==> config.mk <==
export PLATFORM = sky130hd
export DESIGN_NAME = tlul_master_arbiter
export DESIGN_NICKNAME = d
export VERILOG_FILES = /design/src/rtl/tlul_pkg.sv /design/src/rtl/tlul_master_arbiter_rr_pick3.sv /design/src/rtl/tlul_master_arbiter.sv
export SDC_FILE = /design/constraint.sdc
export NUM_CORES = 1
export LEC_CHECK = 0
export CORE_AREA = 2 2 201 203
export DETAILED_ROUTE_END_ITERATION = 10
export DIE_AREA = 0 0 203 205
export SYNTH_ARGS = -nofsm -noshare
export SYNTH_HDL_FRONTEND = slang
export SYNTH_HIERARCHICAL = 1
export SYNTH_SLANG_ARGS = --single-unit
==> constraint.sdc <==
create_clock -name clk -period 1.9 [get_ports clk]
set_input_delay 0.38 -clock clk [delete_from_list [all_inputs] [get_ports clk]]
set_output_delay 0.38 -clock clk [all_outputs]
set_load 0.005 [all_outputs]
==> src/rtl/tlul_pkg.sv <==
// Shared TL-UL definitions: opcodes, default widths and the master-arbiter state type.
// Also holds the modulo-3 helper used for round-robin pointer arithmetic.
package tlul_pkg;

    localparam int TL_AW       = 32;
    localparam int TL_DW       = 32;
    localparam int TL_SZW      = 3;
    localparam int TL_AIW      = 2;
    localparam int TL_DIW      = 1;
    localparam int TL_OPW      = 3;
    localparam int TL_PW       = 3;
    localparam int NUM_MASTERS = 3;

    localparam logic [2:0] OP_GET             = 3'd4;
    localparam logic [2:0] OP_PUT_FULL_DATA   = 3'd0;
    localparam logic [2:0] OP_PUT_PARTIAL     = 3'd1;
    localparam logic [2:0] OP_ACCESS_ACK      = 3'd0;
    localparam logic [2:0] OP_ACCESS_ACK_DATA = 3'd1;

    typedef enum logic {
        IDLE = 1'b0,
        BUSY = 1'b1
    } arb_state_e;

    // Result is always in 0..2, even for the unreachable operand value 3.
    function automatic logic [1:0] mod3_add(input logic [1:0] a, input logic [1:0] b);
        logic [2:0] s;
        s = 3'(a) + 3'(b);
        if (s >= 3'd3) s = s - 3'd3;
        if (s >= 3'd3) s = s - 3'd3;
        return s[1:0];
    endfunction

endpackage

==> src/rtl/tlul_master_arbiter_rr_pick3.sv <==
// Round-robin picker for three requesters: returns the first eligible index at or
// after rr_ptr, wrapping modulo 3.
module rr_pick3
    import tlul_pkg::*;
(
    input  logic [2:0] eligible,
    input  logic [1:0] rr_ptr,
    output logic [1:0] grant,
    output logic       any
);

    logic [1:0] idx;

    // NOTE: every output of a combinational block gets a default first so no latch is inferred.
    always_comb begin
        grant = 2'd0;
        any   = 1'b0;
        idx   = 2'd0;
        // Walk from farthest to nearest so the nearest eligible index is the last writer.
        for (int off = 2; off >= 0; off--) begin
            idx = mod3_add(rr_ptr, 2'(off));
            if (eligible[idx]) begin
                grant = idx;
                any   = 1'b1;
            end
        end
    end

endmodule

==> src/rtl/tlul_master_arbiter.sv <==
// Three-master TL-UL A-channel arbiter with D-channel response routing by source index.
// Each master may have one outstanding transaction; its original source is restored on D.
module tlul_master_arbiter
    import tlul_pkg::*;
#(
    parameter int ADDR_WIDTH   = TL_AW,
    parameter int DATA_WIDTH   = TL_DW,
    parameter int MASK_WIDTH   = DATA_WIDTH / 8,
    parameter int SIZE_WIDTH   = TL_SZW,
    parameter int SRC_WIDTH    = TL_AIW,
    parameter int SINK_WIDTH   = TL_DIW,
    parameter int OPCODE_WIDTH = TL_OPW,
    parameter int PARAM_WIDTH  = TL_PW
) (
    input  logic                                clk,
    input  logic                                reset,
    input  logic [NUM_MASTERS-1:0]              m_a_valid,
    output logic [NUM_MASTERS-1:0]              m_a_ready,
    input  logic [NUM_MASTERS*OPCODE_WIDTH-1:0] m_a_opcode,
    input  logic [NUM_MASTERS*PARAM_WIDTH-1:0]  m_a_param,
    input  logic [NUM_MASTERS*SIZE_WIDTH-1:0]   m_a_size,
    input  logic [NUM_MASTERS*SRC_WIDTH-1:0]    m_a_source,
    input  logic [NUM_MASTERS*ADDR_WIDTH-1:0]   m_a_address,
    input  logic [NUM_MASTERS*MASK_WIDTH-1:0]   m_a_mask,
    input  logic [NUM_MASTERS*DATA_WIDTH-1:0]   m_a_data,
    output logic                                a_valid_out,
    input  logic                                a_ready_out,
    output logic [OPCODE_WIDTH-1:0]             a_opcode_out,
    output logic [PARAM_WIDTH-1:0]              a_param_out,
    output logic [SIZE_WIDTH-1:0]               a_size_out,
    output logic [SRC_WIDTH-1:0]                a_source_out,
    output logic [ADDR_WIDTH-1:0]               a_address_out,
    output logic [MASK_WIDTH-1:0]               a_mask_out,
    output logic [DATA_WIDTH-1:0]               a_data_out,
    input  logic                                d_valid_in,
    output logic                                d_ready_in,
    input  logic [OPCODE_WIDTH-1:0]             d_opcode_in,
    input  logic [PARAM_WIDTH-1:0]              d_param_in,
    input  logic [SIZE_WIDTH-1:0]               d_size_in,
    input  logic [SRC_WIDTH-1:0]                d_source_in,
    input  logic [SINK_WIDTH-1:0]               d_sink_in,
    input  logic [DATA_WIDTH-1:0]               d_data_in,
    input  logic                                d_error_in,
    output logic [NUM_MASTERS-1:0]              m_d_valid,
    input  logic [NUM_MASTERS-1:0]              m_d_ready,
    output logic [NUM_MASTERS*OPCODE_WIDTH-1:0] m_d_opcode,
    output logic [NUM_MASTERS*PARAM_WIDTH-1:0]  m_d_param,
    output logic [NUM_MASTERS*SIZE_WIDTH-1:0]   m_d_size,
    output logic [NUM_MASTERS*SRC_WIDTH-1:0]    m_d_source,
    output logic [NUM_MASTERS*SINK_WIDTH-1:0]   m_d_sink,
    output logic [NUM_MASTERS*DATA_WIDTH-1:0]   m_d_data,
    output logic [NUM_MASTERS-1:0]              m_d_error,
    output logic [NUM_MASTERS-1:0]              pending,
    output logic                                err_unrouted
);

    arb_state_e             state_q, state_d;
    logic [1:0]             grant_q, grant_d;
    logic [1:0]             rr_ptr_q, rr_ptr_d;
    logic [NUM_MASTERS-1:0] pending_q, pending_d;
    logic                   err_q, err_d;
    logic [SRC_WIDTH-1:0]   src_save_q [NUM_MASTERS];
    logic [SRC_WIDTH-1:0]   src_save_d [NUM_MASTERS];

    logic [NUM_MASTERS-1:0] eligible;
    logic [1:0]             pick_grant;
    logic                   pick_any;
    logic                   a_hs;
    logic                   d_hs;
    logic                   d_routable;

    assign eligible   = m_a_valid & ~pending_q;
    assign a_hs       = (state_q == BUSY) && a_ready_out;
    assign d_hs       = d_valid_in && d_ready_in;
    assign d_routable = d_source_in < SRC_WIDTH'(NUM_MASTERS);

    rr_pick3 u_rr_pick3 (
        .eligible (eligible),
        .rr_ptr   (rr_ptr_q),
        .grant    (pick_grant),
        .any      (pick_any)
    );

    // A channel: the granted slice is forwarded only while BUSY; otherwise all zero.
    always_comb begin
        a_valid_out   = (state_q == BUSY);
        m_a_ready     = '0;
        a_opcode_out  = '0;
        a_param_out   = '0;
        a_size_out    = '0;
        a_source_out  = '0;
        a_address_out = '0;
        a_mask_out    = '0;
        a_data_out    = '0;
        if (state_q == BUSY) begin
            a_source_out = SRC_WIDTH'(grant_q);
            for (int i = 0; i < NUM_MASTERS; i++) begin
                if (grant_q == 2'(i)) begin
                    m_a_ready[i]  = a_ready_out;
                    a_opcode_out  = m_a_opcode[i*OPCODE_WIDTH +: OPCODE_WIDTH];
                    a_param_out   = m_a_param[i*PARAM_WIDTH +: PARAM_WIDTH];
                    a_size_out    = m_a_size[i*SIZE_WIDTH +: SIZE_WIDTH];
                    a_address_out = m_a_address[i*ADDR_WIDTH +: ADDR_WIDTH];
                    a_mask_out    = m_a_mask[i*MASK_WIDTH +: MASK_WIDTH];
                    a_data_out    = m_a_data[i*DATA_WIDTH +: DATA_WIDTH];
                end
            end
        end
    end

    assign m_d_opcode = {NUM_MASTERS{d_opcode_in}};
    assign m_d_param  = {NUM_MASTERS{d_param_in}};
    assign m_d_size   = {NUM_MASTERS{d_size_in}};
    assign m_d_sink   = {NUM_MASTERS{d_sink_in}};
    assign m_d_data   = {NUM_MASTERS{d_data_in}};
    assign m_d_error  = {NUM_MASTERS{d_error_in}};

    // D channel: an out-of-range source is sunk so the slave never stalls on it.
    always_comb begin
        m_d_valid  = '0;
        d_ready_in = 1'b1;
        m_d_source = {NUM_MASTERS{d_source_in}};
        for (int i = 0; i < NUM_MASTERS; i++) begin
            if (d_source_in == SRC_WIDTH'(i)) begin
                m_d_valid[i]                          = d_valid_in;
                d_ready_in                            = m_d_ready[i];
                m_d_source[i*SRC_WIDTH +: SRC_WIDTH]  = src_save_q[i];
            end
        end
    end

    always_comb begin
        state_d    = state_q;
        grant_d    = grant_q;
        rr_ptr_d   = rr_ptr_q;
        pending_d  = pending_q;
        err_d      = err_q;
        src_save_d = src_save_q;

        if (d_valid_in && !d_routable) err_d = 1'b1;
        // Clear before set so a D completion and a new A accept for different masters both land.
        for (int i = 0; i < NUM_MASTERS; i++) begin
            if (d_hs && d_source_in == SRC_WIDTH'(i)) pending_d[i] = 1'b0;
            if (a_hs && grant_q == 2'(i)) begin
                pending_d[i]  = 1'b1;
                src_save_d[i] = m_a_source[i*SRC_WIDTH +: SRC_WIDTH];
            end
        end

        case (state_q)
            IDLE: begin
                if (pick_any) begin
                    grant_d = pick_grant;
                    state_d = BUSY;
                end
            end
            BUSY: begin
                if (a_ready_out) begin
                    rr_ptr_d = mod3_add(grant_q, 2'd1);
                    state_d  = IDLE;
                end
            end
            default: state_d = IDLE;
        endcase
    end

    // NOTE: state registers use non-blocking assignments so every flop samples pre-edge values.
    always_ff @(posedge clk) begin
        if (!reset) begin
            state_q   <= IDLE;
            grant_q   <= 2'd0;
            rr_ptr_q  <= 2'd0;
            pending_q <= '0;
            err_q     <= 1'b0;
            // NOTE: the saved-source array is small and must read back zero after reset, so it is cleared.
            for (int i = 0; i < NUM_MASTERS; i++) src_save_q[i] <= '0;
        end else begin
            state_q    <= state_d;
            grant_q    <= grant_d;
            rr_ptr_q   <= rr_ptr_d;
            pending_q  <= pending_d;
            err_q      <= err_d;
            src_save_q <= src_save_d;
        end
    end

    assign pending      = pending_q;
    assign err_unrouted = err_q;

endmodule
Word-level counts from Yosys, hierarchy flattened
Cells that the tools add are included.
{"block": "op_classes", "muxes": 69, "bitwise": 3, "add_sub_neg": 11, "n_eq_ne": 4, "order_cmp": 12, "reduce_logical": 17}
{"op": "32-bit 2-to-1 mux", "count": 8}
{"op": "3-bit 2-to-1 mux", "count": 19}
{"op": "1-bit 2-to-1 mux", "count": 23}
{"op": "2-bit 2-to-1 mux", "count": 11}
{"op": "3-bit by 2-bit greater-or-equal comparator with 1-bit output (second input constant)", "count": 7}
{"op": "4-bit 2-to-1 mux", "count": 4}
{"op": "1-bit logical AND", "count": 9}
{"op": "2-bit by 3-bit < comparator with 1-bit output (second input constant)", "count": 3}
{"op": "3-bit by 2-bit subtractor with 3-bit output (second input constant)", "count": 3}
{"op": "2-bit subtractor (second input constant)", "count": 4}
{"op": "2-bit by 1-bit adder with 3-bit output (second input constant)", "count": 2}
{"op": "1-bit binary-select mux with 2-bit select", "count": 3}
{"op": "2-bit nonzero test", "count": 3}
{"op": "2-bit by 1-bit == test with 1-bit output (second input constant)", "count": 2}
{"op": "2-bit == test (second input constant)", "count": 2}
{"op": "2-bit logical NOT", "count": 2}
{"op": "2-bit AND reduction", "count": 2}
{"op": "2-bit by 2-bit adder with 3-bit output (second input constant)", "count": 1}
{"op": "3-bit bitwise AND", "count": 1}
{"op": "3-bit NOT", "count": 1}
{"op": "2-bit by 2-bit subtractor with 3-bit output (second input constant)", "count": 1}
{"op": "2-bit greater-or-equal comparator (second input constant)", "count": 1}
{"op": "2-bit < comparator (second input constant)", "count": 1}
{"op": "1-bit one-hot mux with 2 select lines", "count": 1}
{"op": "other kinds (2)", "count": 2}
{"block": "word_totals", "out_inout_bits": 226, "ff_bits": 15, "inputBits": 292, "word_cells": 126}

Depth between registers and ports, before layout
{"block": "logic_depth", "ltp_word": 12, "mapped_depth": 9, "mapped_depth_nobuf": 8}

Hierarchy
Netlist, hierarchy kept.
{"module": "tlul_master_arbiter", "n_inst": 1, "area_each_um2": 3463.3, "seq_area_each_um2": 300.3, "cells_per_inst": 497}
{"module": "rr_pick3", "n_inst": 1, "area_each_um2": 222.7, "seq_area_each_um2": 0.0, "cells_per_inst": 29}

Least setup slack after synthesis
Ideal clock, no wire load.
{"block": "synth_path", "kind": "reg-to-reg", "from": "register rr_ptr_q[0]", "to": "register grant_q[0]", "period_less_slack_ns": 1.921, "setup_slack_ns": -0.021, "setup_ns": 0.117, "stages_incl_launch_ff": 10, "path_buffers": 1, "required_time_ns": 1.783, "t_arrival_ns": 1.803, "cell_sequence": "dfxtp_1 inv_1 ha_1 buf_6 nor2b_1 o31a_1 a2111o_1 nor2b_1 mux2i_1 nor2_1"}
{"block": "synth_between", "elab_chain_cells": 11, "elab_cells_between_ends": 33, "classes_between": "8 x add/sub; 6 x order compare; 18 x mux; 1 x reduce/logical"}
{"element": "start: declaration", "line": "tlul_master_arbiter.sv:59", "text": "logic [1:0] rr_ptr_q, rr_ptr_d;"}
{"element": "start signal: assignment", "line": "tlul_master_arbiter.sv:180", "text": "rr_ptr_q <= rr_ptr_d;"}
{"element": "2-bit by 2-bit adder with 3-bit output", "line": "tlul_pkg.sv:28", "text": "s = 3'(a) + 3'(b);"}
{"element": "3-bit by 2-bit subtractor with 3-bit output / 3-bit by 2-bit greater-or-equal comparator with 1-bit output (equally long branches)", "line": "tlul_pkg.sv:29", "text": "if (s >= 3'd3) s = s - 3'd3;"}
{"element": "3-bit 2-to-1 mux", "line": "tlul_pkg.sv:29"}
{"element": "3-bit by 2-bit greater-or-equal comparator with 1-bit output / 2-bit subtractor (equally long branches)", "line": "tlul_pkg.sv:30", "text": "if (s >= 3'd3) s = s - 3'd3;"}
{"element": "2-bit 2-to-1 mux", "line": "tlul_pkg.sv:30"}
{"element": "1-bit binary-select mux with 2-bit select", "line": "tlul_master_arbiter_rr_pick3.sv:22", "text": "if (eligible[idx]) begin"}
{"element": "1-bit 2-to-1 mux (implied by the code)", "line": "tlul_master_arbiter_rr_pick3.sv:22"}
{"element": "1-bit 2-to-1 mux (2 in a row)", "line": "tlul_master_arbiter_rr_pick3.sv:22"}
{"element": "1-bit 2-to-1 mux *", "line": "tlul_master_arbiter_rr_pick3.sv:22"}
{"element": "net pick_any", "line": "tlul_master_arbiter.sv:67", "text": "logic pick_any;"}
{"element": "2-bit AND reduction (no source line) *"}
{"element": "end signal: assignment", "line": "tlul_master_arbiter.sv:179", "text": "grant_q <= grant_d;"}
{"element": "end: declaration", "line": "tlul_master_arbiter.sv:58", "text": "logic [1:0] grant_q, grant_d;"}
Mark *: on every way through the listed nets, which the timed path passes. The rest lies on a longest branch. The select of a mux whose other input is x is not followed.
A chain may end at the register's enable or synchronous reset.

Final worst setup path
{"block": "layout_path", "from": "register grant_q[1]", "to": "output a_address_out[13]"}
{"block": "layout_between", "elab_chain_cells": 5, "elab_cells_between_ends": 7, "classes_between": "2 x eq/ne; 4 x mux; 1 x reduce/logical"}
{"element": "2-bit logical NOT", "line": "tlul_master_arbiter.sv:98", "text": "if (grant_q == 2'(i)) begin"}
{"element": "32-bit 2-to-1 mux (2 in a row)", "line": "tlul_master_arbiter.sv:98"}
{"element": "32-bit 2-to-1 mux *", "line": "tlul_master_arbiter.sv:98"}
{"element": "32-bit 2-to-1 mux *", "line": "tlul_master_arbiter.sv:95", "text": "if (state_q == BUSY) begin"}
{"element": "end: declaration", "line": "tlul_master_arbiter.sv:32", "text": "output logic [ADDR_WIDTH-1:0] a_address_out,"}
Mark *: on every way between the ends. The rest lies on a longest branch, timed or not.

==> results.ini <==
[status]
violations = setup timing
status = finished, violations left

[clocking]
clock_latency_ns = 0.25
cts_max_level = 1
tritoncts = done
clkSinkCount = 15
cts_buffers = 3
cts.path.max_buffers = 2
path_clk_slew_ns = 0.05
cts_root_buf = clkbuf_16
hold_buffers = 0

[global_route]
antenna_found_initial = 0
grt_max_degree = 43
grt_pass1_wl_um = 32200
overflow = 0
track_usage_pct = 10.32
first_global_vias = 5465

[route]
drt_iter0_drc = 172
drtPass1Iterations = 4
drc_errors = 0
via_count = 5058
ant_nets = 0
routed_wirelength_um = 24890
via_per_inst = 3.792
drt-wirelength-per-cell_um = 18.66

[sta]
period_share_pct = 118.3
period_needed_ns = 2.248
max_freq_mhz = 444.8
tightest_slew_ns = 0.2908
clock_skew_ns = 0.004819
slew_headroom_pct = 80.49
slew_violations = 0
hold_viol = 0
setup_ws_ns = -0.3482
final-setup-viol-count = 78
grt_setup_unrepaired = true

[die]
die_w_um = 203
ios = 518
core-area_mm2 = 0.03937
initial_utilization_pct = 9.363
row_count = 73
dieArea_mm2 = 0.04162
die_y_um = 205

[worst_hold_path]
holdCritPathClass = reg2reg
hp-start = src_save_q[1]$_SDFFE_PN0P_

[final_layout]
antenna_cells = 0
register_area_um2 = 309.0
multi_input_area_mm2 = 0.002778
drive_gt1_share_pct = 38.69
final_cells = 1334
final_nets = 1108
fin_util_pct = 21.46
synthToLayoutAreaGrowth_pct = 129.2
fillerInstances = 4358

[placed_design]
hpwl_um = 15590
gp_congestion = 0.8992
placement.io_buffers = 345
dp_cells = 1288
place_ws_ns = -0.4332

[synthesis]
synth_nets = 824
synth_top_area_share_pct = 26.68
synth_edf_count = 0
synth_ff_type = dfxtp_1
synth_top_area_cell = buf_4
synth_cells = 526
ys_warn_count = 6
synthTopCellsByCount = buf_4 (131), nor2_1 (85), o21ai_0 (81), a221oi_1 (48), a221oi_2 (30)
synth_cell_types = 38
ys_seq_area_share_pct = 8.147
synth_seq_cells = 15
ys_top_cells_by_area = buf_4 (27%), a221oi_2 (12%), a221oi_1 (11%), o21ai_0 (11%), nor2_1 (8.7%)
avgSynthCellArea_um2 = 7.008
yosysMostFrequentCell = buf_4
synth_area_mm2 = 0.003686
async_flop_share_pct = 0

[setup_path]
startpoint = grant_q[1]$_SDFFE_PN0P_
cp-start-kind = flip-flop
cp.arrival_ns = 1.87
end_kind = output port
path_class = reg2out
worstPathRequired_ns = 1.52
r2r-start = rr_ptr_q[0]$_SDFFE_PN0N_
cp_max_fo = 5

[power_and_ir_drop]
p_leak_nw = 3.285
power_density_mw_per_mm2 = 473.1
ir_worst_vdd_uv = 349.3

[run]
max_cap_viol_count = 0

worst max-delay path, stage by stage, from the launching register on:
cell and delay, ns:
dfxtp_2 0.35, inv_4 0.05, ha_4 0.15, nor2b_4 0.13, buf_6 0.12, buf_12 0.13
buf_8 0.12, buf_8 0.13, a221oi_2 0.23, nor2_1 0.07, buf_2 0.13
cell families after synthesis:
family | synth area share, %
compound gates | 39.61
fa+ha+maj | 2.037
buf+inv | 34.35
flops | 8.147
mux | 1.358
simple gates | 14.49
registers in the layout, indices dropped and copies added, names as in the netlist:
| register | flops |
|---|---|
| a_valid_out | 1 |
| err_unrouted | 1 |
| grant_q | 2 |
| pending | 3 |
| rr_ptr_q | 2 |
| src_save_q | 6 |
cell usage in the layout, fill, tap and decap left out, types with 16 or more instances in the layout:
| cell | netlist | routed |
|---|---|---|
| o21ai_2 | 0 | 16 |
| buf_2 | 13 | 76 |
| o21ai_1 | 4 | 34 |
| nor2_1 | 85 | 83 |
| a221oi_2 | 30 | 58 |
| buf_4 | 131 | 42 |
| o21ai_0 | 81 | 35 |
| buf_6 | 6 | 28 |
| clkdlybuf4s50_1 | 0 | 257 |
| a221oi_4 | 0 | 19 |
path summary, 6_finish.rpt:
check	end	slack, ns	depth (start not counted)
hold reg to reg	src_save_q[1]$_SDFFE_PN0P_	0.48	2
setup / recovery	a_address_out[13]	-0.35	10
setup reg to reg	grant_q[1]$_SDFFE_PN0P_	0.06	8
hold / removal	src_save_q[1]$_SDFFE_PN0P_	0.48	2
repair_timing:
action	4_1_cts	5_1_grt
resized for setup	436	107
pin swaps	122	52
endpoints found under the setup margin	95	86
endpoints found under the hold margin	0	0
gates cloned	10	8
setup buffers	16	18
layout make-up:
type / count / area share (%)
inverters: 14 / 0.8295
repair buffers: 455 / 53.90
well taps: 525 / 7.777
multi-input cells: 321 / 32.88
clock buffers: 3 / 0.8888
clock inverters: 1 / 0.05925
flip-flops and latches: 15 / 3.659
stage by stage:
step	TNS [ns]	power (mW)	area [um^2]	hold slack, ns
global route	-25.73	4.239	8447	0.5168
finish	-19.99	3.997	8447	0.4776
CTS	-21.39	3.772	7984	0.4766
floorplan	0	1.498	3694	0.4438
detailed placement	-30.27	2.744	7244	0.4655
global placement	-28.81	2.730	7244	0.4560
report_power, final:
group	total [mW]	switching (mW)	leakage, nW	internal, mW
Sequential	0.351	0.0172	0.124	0.334
Clock	0.418	0.137	0.0409	0.281
Combinational	3.23	1.37	3.12	1.86
Total	4.00	1.52	3.29	2.47
routing by layer:
layer	track usage (%)	wire length [um]	vias up
li1	-	-	2347
met1	10.89	9479	2334
met2	19.17	12460	320
met3	3.038	2098	57
met4	4.119	861	0
met5	0	0	-
Note: power is estimated with default switching activity, not from simulation.
